===== config.mk =====
export PLATFORM = sky130hd
export DESIGN_NAME = video_mono_pipe
export DESIGN_NICKNAME = d
export VERILOG_FILES = /design/src/rtl/video_mono_pipe.sv
export SDC_FILE = /design/constraint.sdc
export NUM_CORES = 1
export LEC_CHECK = 0
export ABC_AREA = 1
export CAP_MARGIN = 30
export CORE_MARGIN = 3
export CORE_UTILIZATION = 55
export CTS_BUF_LIST = sky130_fd_sc_hd__clkbuf_8
export CTS_CLUSTER_DIAMETER = 150
export DETAILED_ROUTE_END_ITERATION = 8
export PLACE_DENSITY = 0.88
export SYNTH_ARGS = -nofsm -noshare
export SYNTH_HDL_FRONTEND = slang
export SYNTH_SLANG_ARGS = --single-unit

===== constraint.sdc =====
create_clock -name clk_vga -period 4.4 [get_ports clk_vga]
set_input_delay 0.44 -clock clk_vga [delete_from_list [all_inputs] [get_ports clk_vga]]
set_output_delay 0.44 -clock clk_vga [all_outputs]
set_load 0.01 [all_outputs]

===== src/rtl/video_mono_pipe.sv =====
// Three-stage colour post-processor between the VGA core and the pins.
// Applies mono/sepia modes, a scanline dimmer and blanking, frame-synchronously.
module video_mono_pipe #(
  parameter int CW     = 8,
  parameter int SL_SHR = 1
) (
  input  logic          clk_vga,
  input  logic          reset,
  input  logic [2:0]    mode_req,
  input  logic          scanline_req,
  input  logic [CW-1:0] r_in,
  input  logic [CW-1:0] g_in,
  input  logic [CW-1:0] b_in,
  input  logic          hsync_in,
  input  logic          vsync_in,
  input  logic          hblank_in,
  input  logic          vblank_in,
  output logic [CW-1:0] r_out,
  output logic [CW-1:0] g_out,
  output logic [CW-1:0] b_out,
  output logic          hsync_out,
  output logic          vsync_out,
  output logic          hblank_out,
  output logic          vblank_out,
  output logic [2:0]    mode_act
);

  localparam int SW = CW + 8;
  localparam logic [2:0] M_GREEN = 3'd1;
  localparam logic [2:0] M_AMBER = 3'd2;
  localparam logic [2:0] M_WHITE = 3'd3;
  localparam logic [2:0] M_SEPIA = 3'd4;

  logic [CW-1:0] r1, g1, b1;
  logic          hs1, vs1, hb1, vb1;
  logic [2:0]    mode1;
  logic          sl1, par1;
  logic          vs_rise, hs_rise;

  assign vs_rise = vsync_in & ~vs1;
  assign hs_rise = hsync_in & ~hs1;

  // S1 doubles as the active settings: each pixel is tagged as it enters
  always_ff @(posedge clk_vga) begin
    if (reset) begin
      r1    <= '0;
      g1    <= '0;
      b1    <= '0;
      hs1   <= 1'b0;
      vs1   <= 1'b0;
      hb1   <= 1'b0;
      vb1   <= 1'b0;
      mode1 <= '0;
      sl1   <= 1'b0;
      par1  <= 1'b0;
    end else begin
      r1  <= r_in;
      g1  <= g_in;
      b1  <= b_in;
      hs1 <= hsync_in;
      vs1 <= vsync_in;
      hb1 <= hblank_in;
      vb1 <= vblank_in;
      if (vs_rise) begin
        mode1 <= mode_req;
        sl1   <= scanline_req;
        par1  <= 1'b0;
      end else if (hs_rise) begin
        par1  <= ~par1;
      end
    end
  end

  logic [SW-1:0] sum;
  logic [CW-1:0] r2, g2, b2, y2;
  logic          hs2, vs2, hb2, vb2;
  logic [2:0]    mode2;
  logic          dim2;

  assign sum = SW'(r1) * SW'(54)
             + SW'(g1) * SW'(183)
             + SW'(b1) * SW'(19);

  always_ff @(posedge clk_vga) begin
    if (reset) begin
      r2    <= '0;
      g2    <= '0;
      b2    <= '0;
      y2    <= '0;
      hs2   <= 1'b0;
      vs2   <= 1'b0;
      hb2   <= 1'b0;
      vb2   <= 1'b0;
      mode2 <= '0;
      dim2  <= 1'b0;
    end else begin
      r2    <= r1;
      g2    <= g1;
      b2    <= b1;
      y2    <= CW'(sum >> 8);
      hs2   <= hs1;
      vs2   <= vs1;
      hb2   <= hb1;
      vb2   <= vb1;
      mode2 <= mode1;
      dim2  <= sl1 & par1;
    end
  end

  logic [CW+2:0] y7, y5;
  logic [CW-1:0] rm, gm, bm;
  logic [CW-1:0] rs, gs, bs;

  assign y7 = (CW+3)'(y2) * (CW+3)'(7);
  assign y5 = (CW+3)'(y2) * (CW+3)'(5);

  always_comb begin
    rm = r2;
    gm = g2;
    bm = b2;
    case (mode2)
      M_GREEN: begin
        rm = '0;
        gm = y2;
        bm = '0;
      end
      M_AMBER: begin
        rm = y2;
        gm = y2 >> 1;
        bm = '0;
      end
      M_WHITE: begin
        rm = y2;
        gm = y2;
        bm = y2;
      end
      M_SEPIA: begin
        rm = y2;
        gm = CW'(y7 >> 3);
        bm = CW'(y5 >> 3);
      end
      default: ;
    endcase
    rs = dim2 ? (rm >> SL_SHR) : rm;
    gs = dim2 ? (gm >> SL_SHR) : gm;
    bs = dim2 ? (bm >> SL_SHR) : bm;
    if (hb2 | vb2) begin
      rs = '0;
      gs = '0;
      bs = '0;
    end
  end

  always_ff @(posedge clk_vga) begin
    if (reset) begin
      r_out      <= '0;
      g_out      <= '0;
      b_out      <= '0;
      hsync_out  <= 1'b0;
      vsync_out  <= 1'b0;
      hblank_out <= 1'b0;
      vblank_out <= 1'b0;
      mode_act   <= '0;
    end else begin
      r_out      <= rs;
      g_out      <= gs;
      b_out      <= bs;
      hsync_out  <= hs2;
      vsync_out  <= vs2;
      hblank_out <= hb2;
      vblank_out <= vb2;
      mode_act   <= mode2;
    end
  end

endmodule


==> impl_metrics.env <==
export IMPL_status="complete, but fails checks"
export IMPL_violations="negative setup slack"
export IMPL_numPortBuffers=64
export IMPL_synth_nets=1216
export IMPL_synth_cell_area_um2=7950
export IMPL_setup_viol=8
export IMPL_ys_top_cells_by_area="dfxtp_1 (26%), fa_1 (17%), ha_1 (16%)"
export IMPL_antenna_left=0
export IMPL_async_reset_ff_share_pct=0
export IMPL_grt_pass1_vias=6734
export IMPL_io_pins=65
export IMPL_cts_max_level=3
export IMPL_cp_arrival_ns=4.97
export IMPL_cts_hold_buf=0
export IMPL_die_w_um=126
export IMPL_startpoint_type="register"
export IMPL_globalRouteTotalUtil_pct=24.0
export IMPL_numCtsBuffers=9
export IMPL_synth_seq_area_share_pct=26.2
export IMPL_ff_latch_area_um2=2110
export IMPL_cts_sinks=104
export IMPL_rsz0062_at_grt="yes"
export IMPL_nNetsFinal=1316
export IMPL_drv_slew=0
export IMPL_place_area_um2=9100
export IMPL_finalCritPeriodShare_pct=105
export IMPL_p_leak_nw=4.97
export IMPL_synth_edf_count=0
export IMPL_clock_fmax_mhz=216
export IMPL_synth_distinct_cells=37
export IMPL_synth_area_leader_cell="dfxtp_1"
export IMPL_hpwl_um=15100
export IMPL_firstDrtPassIters=5
export IMPL_slowest_stage="fa_1"
export IMPL_final_area_um2=9650
export IMPL_cts_root_buf="clkbuf_8"
export IMPL_clk_pin_slew_ns=0.11
export IMPL_die_y_um=126
export IMPL_grt_max_degree=41
export IMPL_vias=6795
export IMPL_cp_end_kind="register"
export IMPL_worst_pin_slew_ns=0.551
export IMPL_first_iter_violations=512
export IMPL_fin_skew_ns=0.0128
export IMPL_final_util_pct=69.0
export IMPL_hold_slack_ns=0.406
export IMPL_clock_latency_ns=0.40
export IMPL_drt_wirelength_per_cell_um=15.1
export IMPL_drive_gt1_share_pct=13.2
export IMPL_hold_violations=0
export IMPL_grt_first_pass_wirelength_um=30600
export IMPL_rrSetupSlack_ns=-0.23
export IMPL_synth_top_cell_area_share_pct=26.2
export IMPL_syn_inst=1009
export IMPL_via_per_inst=5.25
export IMPL_path_class="register to register"
export IMPL_finalSetupTns_ns=-1.63
export IMPL_rows=43
export IMPL_place_congestion=0.983
export IMPL_critical_path_max_fanout=4
export IMPL_maxCapViolCount=0
export IMPL_worst_slack_ns=-0.231
export IMPL_cts_tree="done"
export IMPL_ys_flop_type="dfxtp_1"
export IMPL_globalRouteOverflowTotal=0
export IMPL_dp_worst_setup_slack_ns=-0.320
export IMPL_nFillCells=1041
export IMPL_die_area_um2=15900
export IMPL_slew_headroom_pct=63.3
export IMPL_crit_chain="fa_1 -> inv_2 -> fa_2 -> inv_2 -> fa_2 -> fa_2 -> fa_1 -> fa_1 -> ha_4 -> a21oi_4 -> o21ai_2 -> buf_4 -> inv_4 -> nand3_2 -> nand2_1 -> nor2_1"
export IMPL_ir_drop_mv=0.657
export IMPL_drc=0
export IMPL_cts_buffer_depth=2
export IMPL_synth_seq_cells=104
export IMPL_area_growth_pct=21.3
export IMPL_drt_wl_total_um=19500
export IMPL_synth_common_cells="inv_1 (251), nand2_1 (151), nor2_1 (116)"
export IMPL_min_path_type="register to register"
export IMPL_powerDensity_nw_per_um2=683
export IMPL_yosysWarnings=0
export IMPL_syn_area_per_cell_um2=7.88
export IMPL_fin_crit_ns=4.63
export IMPL_cp_data_required_time_ns=4.74
export IMPL_multi_input_area_um2=5190
export IMPL_yosysMostFrequentCell="inv_1"
export IMPL_slowest_delay_ns=0.55
export IMPL_n_antenna_cell=0
export IMPL_antenna_found_initial=0
export IMPL_initial_core_util_pct=56.8
export IMPL_core_um2=14000
[metrics by stage]
step,instances,power (W)
after floorplan,1009,0.00373
after global placement,1276,0.00464
after detailed placement,1276,0.00475
after CTS,1292,0.00574
after global routing,1294,0.00707
final,1294,0.00659
[cell type report]
cell class | instances | share of cell area (%)
clock inverters | 7 | 1.04
multi-input cells | 634 | 53.9
clock buffers | 9 | 1.28
well taps | 180 | 2.33
flip-flops and latches | 104 | 21.8
inverters | 257 | 10.0
repair buffers | 103 | 9.62
[layer usage]
| layer | wire length [µm] | track usage (%) |
|---|---|---|
| met1 | 7610 | 28.3 |
| met2 | 9860 | 43.4 |
| met3 | 1090 | 3.48 |
| met4 | 918 | 10.3 |
| met5 | 0 | 0 |
[state kept, by name (all words and copies together), names as in the netlist, 3 cells and up]
register / count
y2: 8
b2: 8
r2: 8
g2: 8
g_out: 8
mode1: 3
g1: 8
mode2: 3
mode_act: 3
r1: 8
b1: 8
r_out: 8
b_out: 8
[worst max-delay path: cells and delay by family (launching register included)]
family	cells	cell delay (ns)
buffers and inverters	4	0.27
and+or+nand+nor	3	0.25
adders and majority gates	7	3.42
AOI/OAI and AO/OA	2	0.26
DFF	1	0.38
[layout by cell type, fill, tap and decap left out, drive strengths merged, types with 5 or more instances in the layout]
master,instances
a21oi,41
buf,40
clkbuf,9
clkdlybuf4s50,63
dfxtp,104
fa,69
ha,104
inv,260
nand2,153
nand3,52
nand4,6
nor2,119
nor3,8
o21ai,32
o22ai,11
or2,5
xnor2,6
xor2,12
[timing repair]
action	CTS	global route
cloned	0	0
buffers inserted	0	2
resized for setup	27	51
pin swaps	4	23
setup endpoints to repair	8	8
[power breakdown]
part	switching, W	internal (W)
clock network	0.000374	0.000281
registers	0.000111	0.00102
logic	0.00278	0.00201
total	0.00327	0.00332
[path summary, 6_finish.rpt]
path	cells after the start	startpoint	endpoint
min reg2reg	2	vb1	vb2
min	2	vb1	vb2
max	16	g1[7]	y2[2]
max reg2reg	16	g1[7]	y2[2]
[cell families (layout without fill, tap and decap cells)]
group,after synthesis,count (layout),share of synthesized area (%)
compound gates,96,96,6.75
xor+xnor,18,18,1.98
fa+ha+maj,173,173,33.7
buf+inv,271,376,13.0
flops,104,104,26.2
simple gates,347,347,18.3
(Power assumes the default switching activity.)
